File: src/rtl/pipeline_pkg.sv
// Shared definitions for the 5-stage pipeline.
//  - WB control bit positions (RegWrite, MemtoReg)
//  - M control bit positions (MemRead, MemWrite, Branch)
//  - Data-memory bus FSM state encoding
//  - Word-alignment helper for byte addresses
package pipeline_pkg;

    localparam int WB_REGWRITE = 0;
    localparam int WB_MEMTOREG = 1;

    localparam int M_MEMREAD  = 0;
    localparam int M_MEMWRITE = 1;
    localparam int M_BRANCH   = 2;

    typedef enum logic {
        IDLE   = 1'b0,
        ACCESS = 1'b1
    } mem_state_t;

    // A byte address is word aligned when its two low bits are zero.
    function automatic logic is_word_aligned(input logic [1:0] low_bits);
        return (low_bits == 2'b00);
    endfunction

endpackage

File: src/rtl/mem_bus_ctrl.sv
// Data-memory bus controller for the MEM stage.
// Holds a single outstanding req/ack transaction and bounds it with a timeout.
// Ports:
//  clk, rst          clock / synchronous active-high reset
//  start             begin an access (only honoured in IDLE)
//  we, addr, wdata   access parameters, latched on start
//  dmem_ack          bus completion (ignored outside ACCESS)
//  idle              FSM is in IDLE
//  done              ACCESS and dmem_ack this cycle
//  timeout           ACCESS, no ack, and the wait budget is exhausted
//  busy              ACCESS still waiting (neither done nor timeout)
//  dmem_req/we/addr/wdata  bus request signals, stable for the whole access
module mem_bus_ctrl
    import pipeline_pkg::*;
#(
    parameter int DATA_W  = 32,
    parameter int ADDR_W  = 32,
    parameter int TIMEOUT = 16
) (
    input  logic              clk,
    input  logic              rst,
    input  logic              start,
    input  logic              we,
    input  logic [ADDR_W-1:0] addr,
    input  logic [DATA_W-1:0] wdata,
    input  logic              dmem_ack,
    output logic              idle,
    output logic              done,
    output logic              timeout,
    output logic              busy,
    output logic              dmem_req,
    output logic              dmem_we,
    output logic [ADDR_W-1:0] dmem_addr,
    output logic [DATA_W-1:0] dmem_wdata
);

    localparam int CNT_W = (TIMEOUT > 2) ? $clog2(TIMEOUT) : 1;
    localparam logic [CNT_W-1:0] CNT_LAST = CNT_W'(TIMEOUT - 1);

    mem_state_t        state_reg, state_next;
    logic [CNT_W-1:0]  cnt_reg, cnt_next;
    logic              we_reg;
    logic [ADDR_W-1:0] addr_reg;
    logic [DATA_W-1:0] wdata_reg;

    always_ff @(posedge clk) begin
        if (rst) begin
            state_reg <= IDLE;
            cnt_reg   <= '0;
            we_reg    <= 1'b0;
            addr_reg  <= '0;
            wdata_reg <= '0;
        end else begin
            state_reg <= state_next;
            cnt_reg   <= cnt_next;
            if (state_reg == IDLE && start) begin
                we_reg    <= we;
                addr_reg  <= addr;
                wdata_reg <= wdata;
            end
        end
    end

    always_comb begin
        state_next = state_reg;
        cnt_next   = cnt_reg;
        done       = 1'b0;
        timeout    = 1'b0;
        unique case (state_reg)
            IDLE: begin
                cnt_next = '0;
                if (start) begin
                    state_next = ACCESS;
                end
            end
            ACCESS: begin
                if (dmem_ack) begin
                    done       = 1'b1;
                    state_next = IDLE;
                    cnt_next   = '0;
                end else if (cnt_reg == CNT_LAST) begin
                    // Counter counts ACCESS cycles from 0, so this is the
                    // TIMEOUT-th cycle the request has been held.
                    timeout    = 1'b1;
                    state_next = IDLE;
                    cnt_next   = '0;
                end else begin
                    cnt_next = cnt_reg + CNT_W'(1);
                end
            end
            default: begin
                state_next = IDLE;
                cnt_next   = '0;
            end
        endcase
    end

    assign idle       = (state_reg == IDLE);
    assign busy       = (state_reg == ACCESS) && !done && !timeout;
    assign dmem_req   = (state_reg == ACCESS);
    assign dmem_we    = we_reg;
    assign dmem_addr  = addr_reg;
    assign dmem_wdata = wdata_reg;

endmodule

File: src/rtl/mem_stage.sv
// MEM stage of the 5-stage pipeline.
// Takes the EX/MEM entry, performs the data-memory access over a req/ack bus,
// stalls the front of the pipe while an access is outstanding, resolves branches
// and writes the MEM/WB register.
// Ports:
//  clk, rst                 clock / synchronous active-high reset
//  i_valid, i_wb, i_mem_read, i_mem_write, i_branch, i_branch_target,
//  i_zero, i_alu_result, i_wdata, i_dst_reg     EX/MEM register contents
//  o_stall                  freeze PC, IF/ID, ID/EX, EX/MEM this cycle
//  o_pc_src, o_branch_target  branch resolution
//  dmem_req/we/addr/wdata, dmem_ack, dmem_rdata  data-memory bus
//  o_valid, o_wb, o_rdata, o_alu_result, o_dst_reg, o_exc  MEM/WB register
module mem_stage
    import pipeline_pkg::*;
#(
    parameter int DATA_W  = 32,
    parameter int ADDR_W  = 32,
    parameter int REG_W   = 5,
    parameter int TIMEOUT = 16
) (
    input  logic              clk,
    input  logic              rst,
    input  logic              i_valid,
    input  logic [1:0]        i_wb,
    input  logic              i_mem_read,
    input  logic              i_mem_write,
    input  logic              i_branch,
    input  logic [31:0]       i_branch_target,
    input  logic              i_zero,
    input  logic [DATA_W-1:0] i_alu_result,
    input  logic [DATA_W-1:0] i_wdata,
    input  logic [REG_W-1:0]  i_dst_reg,
    output logic              o_stall,
    output logic              o_pc_src,
    output logic [31:0]       o_branch_target,
    output logic              dmem_req,
    output logic              dmem_we,
    output logic [ADDR_W-1:0] dmem_addr,
    output logic [DATA_W-1:0] dmem_wdata,
    input  logic              dmem_ack,
    input  logic [DATA_W-1:0] dmem_rdata,
    output logic              o_valid,
    output logic [1:0]        o_wb,
    output logic [DATA_W-1:0] o_rdata,
    output logic [DATA_W-1:0] o_alu_result,
    output logic [REG_W-1:0]  o_dst_reg,
    output logic              o_exc
);

    logic mem_op;
    logic aligned;
    logic start;
    logic misaligned;
    logic bus_idle;
    logic bus_done;
    logic bus_timeout;
    logic bus_busy;

    // A load and store flagged together is treated as a store.
    assign mem_op     = i_valid && (i_mem_read || i_mem_write);
    assign aligned    = is_word_aligned(i_alu_result[1:0]);
    assign start      = bus_idle && mem_op && aligned;
    assign misaligned = bus_idle && mem_op && !aligned;

    mem_bus_ctrl #(
        .DATA_W  (DATA_W),
        .ADDR_W  (ADDR_W),
        .TIMEOUT (TIMEOUT)
    ) u_bus (
        .clk        (clk),
        .rst        (rst),
        .start      (start),
        .we         (i_mem_write),
        .addr       (i_alu_result[ADDR_W-1:0]),
        .wdata      (i_wdata),
        .dmem_ack   (dmem_ack),
        .idle       (bus_idle),
        .done       (bus_done),
        .timeout    (bus_timeout),
        .busy       (bus_busy),
        .dmem_req   (dmem_req),
        .dmem_we    (dmem_we),
        .dmem_addr  (dmem_addr),
        .dmem_wdata (dmem_wdata)
    );

    assign o_stall         = start || bus_busy;
    // EX/MEM is frozen during ACCESS, so a branch there would be stale.
    assign o_pc_src        = i_valid && i_branch && i_zero && bus_idle;
    assign o_branch_target = i_branch_target;

    // Entry fields captured at access start, replayed into MEM/WB on completion.
    logic [1:0]        wb_lat_reg;
    logic [REG_W-1:0]  dst_lat_reg;
    logic [DATA_W-1:0] alu_lat_reg;

    always_ff @(posedge clk) begin
        if (rst) begin
            wb_lat_reg   <= '0;
            dst_lat_reg  <= '0;
            alu_lat_reg  <= '0;
            o_valid      <= 1'b0;
            o_wb         <= '0;
            o_rdata      <= '0;
            o_alu_result <= '0;
            o_dst_reg    <= '0;
            o_exc        <= 1'b0;
        end else if (bus_idle) begin
            o_rdata <= '0;
            if (start) begin
                wb_lat_reg  <= i_wb;
                dst_lat_reg <= i_dst_reg;
                alu_lat_reg <= i_alu_result;
                o_valid     <= 1'b0;
                o_exc       <= 1'b0;
            end else if (misaligned) begin
                // Faulting access: deliver the entry with RegWrite suppressed.
                o_valid      <= 1'b1;
                o_wb         <= {i_wb[WB_MEMTOREG], 1'b0};
                o_alu_result <= i_alu_result;
                o_dst_reg    <= i_dst_reg;
                o_exc        <= 1'b1;
            end else begin
                o_valid      <= i_valid;
                o_wb         <= i_wb;
                o_alu_result <= i_alu_result;
                o_dst_reg    <= i_dst_reg;
                o_exc        <= 1'b0;
            end
        end else if (bus_done) begin
            o_valid      <= 1'b1;
            o_wb         <= wb_lat_reg;
            o_rdata      <= dmem_we ? '0 : dmem_rdata;
            o_alu_result <= alu_lat_reg;
            o_dst_reg    <= dst_lat_reg;
            o_exc        <= 1'b0;
        end else if (bus_timeout) begin
            o_valid      <= 1'b1;
            o_wb         <= {wb_lat_reg[WB_MEMTOREG], 1'b0};
            o_rdata      <= '0;
            o_alu_result <= alu_lat_reg;
            o_dst_reg    <= dst_lat_reg;
            o_exc        <= 1'b1;
        end else begin
            // Still waiting: push a bubble into WB.
            o_valid <= 1'b0;
            o_exc   <= 1'b0;
        end
    end

endmodule

File: config.mk
export PLATFORM = sky130hd
export DESIGN_NAME = mem_stage
export DESIGN_NICKNAME = d
export VERILOG_FILES = /design/src/rtl/pipeline_pkg.sv /design/src/rtl/mem_bus_ctrl.sv /design/src/rtl/mem_stage.sv
export SDC_FILE = /design/constraint.sdc
export NUM_CORES = 1
export LEC_CHECK = 0
export ABC_AREA = 1
export BUFFER_PORTS_ARGS = -buffer_cell sky130_fd_sc_hd__buf_2
export CAP_MARGIN = 20
export CORE_MARGIN = 2
export CORE_UTILIZATION = 24
export CTS_CLUSTER_SIZE = 16
export DETAILED_ROUTE_END_ITERATION = 16
export PLACE_DENSITY_LB_ADDON = 0.2
export SYNTH_ARGS = -nofsm -noshare
export SYNTH_HDL_FRONTEND = slang
export SYNTH_SLANG_ARGS = --single-unit
File: constraint.sdc
create_clock -name clk -period 2.5 [get_ports clk]
set_input_delay 0.5 -clock clk [delete_from_list [all_inputs] [get_ports clk]]
set_output_delay 0.5 -clock clk [all_outputs]
set_load 0.1 [all_outputs]
==> impl_results.md <==
* Synth area leader: dfxtp_1
* Post-Synthesis Cells at 830
* Fill cell total of the finished layout at 2828
* RSZ-0062 raised after global routing: false
* Quantity of I/O buffers inserted on ports at 251
* Number of cells traversed by the worst register-to-register path at 8
* Worst path arrival time at 1.78 ns
* Instance count along the most critical hold path at 3
* CTS Buf Count at 17
* Setup WS pre-CTS at 0.530 ns
* Sequential element share of the synthesized area at 48.1%
* CTS clk-pin slew, worst paths at 0.07 ns
* Area used by multi-input combinational logic at 2370 um^2
* Hold WC Path Type: input port to flip-flop
* Number of pins exceeding their max-slew limit in the final report at 0
* Total setup violations reported at the end of the flow at 0
* Final hold slack at 0.325 ns
* Buffer cell driving the clock tree root: clkbuf_16
* Proportion of register bits with asynchronous set or reset after synthesis at 0%
* Leading cell type by number of instances after synthesis: dfxtp_1
* DRC at 0
* Overall fraction of global-route tracks in use at 13.2%
* PnR worst setup slack at 0.223 ns
* Number of nets in the layout at 1164
* DR pass1 iterations at 5
* Number of design-rule violations left by the first detailed-router iteration at 390
* Count of hold buffers inserted by post-cts repair at 0
* Setup Buffers After CTS at 0
* H-Tree Depth at 4
* Via count normalized by instance count at 4.16
* Fin. Hold Viols at 0
* Cell Rows at 59
* Leftover overflow at the end of global routing at 0
* Maximum number of pins on one net before global-route repair at 136
* Overall die width at 165 um
* Area growth syn-to-layout at 29.0%
* GP Congestion at 0.708
* Leading cell types by total area after synthesis: dfxtp_1 (48%), nand2_1 (9.0%), a21oi_1 (8.5%)
* Antenna violations before repair at 2
* # IOs at 316
* Critical Setup Path Class: flip-flop to output pin
* Min cycle time layout at 2.28 ns
* Areal power density over the cells at 788 nW/um^2
* VDD IR-drop max at 0.000435 V
* Worst-margin pin slew at 0.776 ns
* CTS tree: yes
* Fmax at 439 MHz
* Normalized max-slew margin at 48.2%
* Cell area after layout at 8050 um^2
* Reported max-cap violation count at 0
* Share of layout cells above drive strength 1 at 29.2%
* CTS Sinks at 150
* Placed instance area at 7490 um^2
* First-pass GRT wire length at 27.9 mm
* Core Box Area at 25800 um^2
* Overall power after layout at 0.00635 W
* Setup slack, reg-to-reg at 0.66 ns
* Count of warnings emitted by yosys at 0
* Leading cell types by count after synthesis: dfxtp_1 (150), nand2_1 (149), a21oi_1 (106)
* Number of global-route vias before repair at 5086
* Routed length per placed instance at 13.6 um
* Starting density of the core at 24.2%
* Worst clock skew at 0.0110 ns
* Routed wire length at 18.7 mm
* Run status: finished, final reports clean
* EDFF count, synth at 0
* Yosys reg bits at 150
* Total via count after detailed routing at 5701
* Startpoint Class: flip-flop
* Clock network latency to the later pin of the worst-skew pair at 0.42 ns
* Dpl hpwl at 12.3 mm
* Ys flop type: dfxtp_1
* Standby leakage power at 3.85 nW
* Number of cells upsized or downsized after cts at 0
* Required time of the critical path at 2.00 ns
* Mean post-synth cell area at 7.52 um^2
* Antenna violation net count after detailed routing at 0
* Max clock buf depth at 2
* Part of the cycle the worst path needs at 91.1%
* Largest driver fanout on the critical path at 8
* Die H at 165 um
* Post-synth net total at 974
* Final total negative setup slack at 0 ns
* CP endpoint kind: output pin
* Number of distinct library cell variants in the gate-level netlist after synthesis at 24
* Cell Area, Synth at 6240 um^2
* Fraction of synthesized cell area taken by the top area cell type at 48.1%
* Area occupied by registers at 3000 um^2
* Overall die area at 27300 um^2
## report_power, final
part / switching (W) / total (W) / internal (W)
Clock: 0.00119 / 0.00251 / 0.00132
Sequential: 0.0000508 / 0.00255 / 0.00250
Combinational: 0.00104 / 0.00129 / 0.000249
## layout by cell type, fill, tap and decap left out
cell	Yosys	final
buf_2	18	250
dfxtp_1	150	150
nand2_1	149	149
a21oi_1	106	106
nor2_1	87	87
inv_1	83	82
o21ai_0	67	67
nand3_1	47	47
o21a_1	36	36
clkbuf_16	0	17
buf_4	33	8
inv_6	0	6
inv_8	0	4
buf_12	0	3
nor2_4	2	2
inv_2	2	2
nand2_2	2	2
clkinv_2	0	2
o21ai_1	2	2
clkinv_4	0	2
clkinvlp_4	0	2
diode_2	0	1
and3_1	1	1
nand3_4	0	1
nor3_4	1	1
nor3_1	1	1
nand4_1	1	1
xor2_1	1	1
ha_1	1	1
## kinds of logic (layout without fill, tap and decap cells)
family | Yosys count | after routing | synth area share [%]
and+or+nand+nor | 292 | 292 | 19.2
AOI/OAI and AO/OA | 211 | 211 | 18.4
buffers and inverters | 175 | 378 | 14.0
DFF | 150 | 150 | 48.1
adders and majority gates | 1 | 1 | 0.200
xor gates and xnor gates | 1 | 1 | 0.140
other | 0 | 1 | 0
## metal layers
layer / GRT usage (%) / vias to the layer above / part of all wire [%]
li1: - / 2995 / -
met1: 16.2 / 2544 / 44
met2: 21.9 / 137 / 48
met3: 3.77 / 25 / 6.0
met4: 4.98 / 0 / 2.0
met5: 0 / - / 0
## critical path, stage by stage, from the launching register on
cell     delay [ns]
dfxtp_1        0.39
buf_4          0.19
nor2_4         0.18
and3_1         0.17
buf_2          0.42
## stage by stage
stage / instances / util [%]
finish: 1369 / 31.3
global route: 1369 / 31.3
CTS: 1368 / 31.2
detailed placement: 1336 / 29.1
global placement: 1336 / 29.1
floorplan: 830 / -
## area by class of cell
cell class | instances | share of cell area (%)
sequential | 150 | 37.3
multi-input combinational | 505 | 29.5
timing repair buffer | 261 | 17.0
clock buffer | 17 | 5.28
tap | 335 | 5.21
inverter | 85 | 3.98
clock inverter | 15 | 1.68
antenna | 1 | 0.0311
## path summary, 6_finish.rpt
check / from / to
max: u_bus.dmem_req$_SDFF_PP0_ / o_pc_src
min: dmem_rdata[17] / o_rdata[17]$_SDFFE_PP0P_
max reg2reg: u_bus.dmem_req$_SDFF_PP0_ / o_alu_result[29]$_SDFFE_PP0P_
min reg2reg: u_bus.dmem_wdata[27]$_SDFFE_PP0P_ / u_bus.dmem_wdata[27]$_SDFFE_PP0P_
Note: power is estimated with default switching activity, not from simulation.
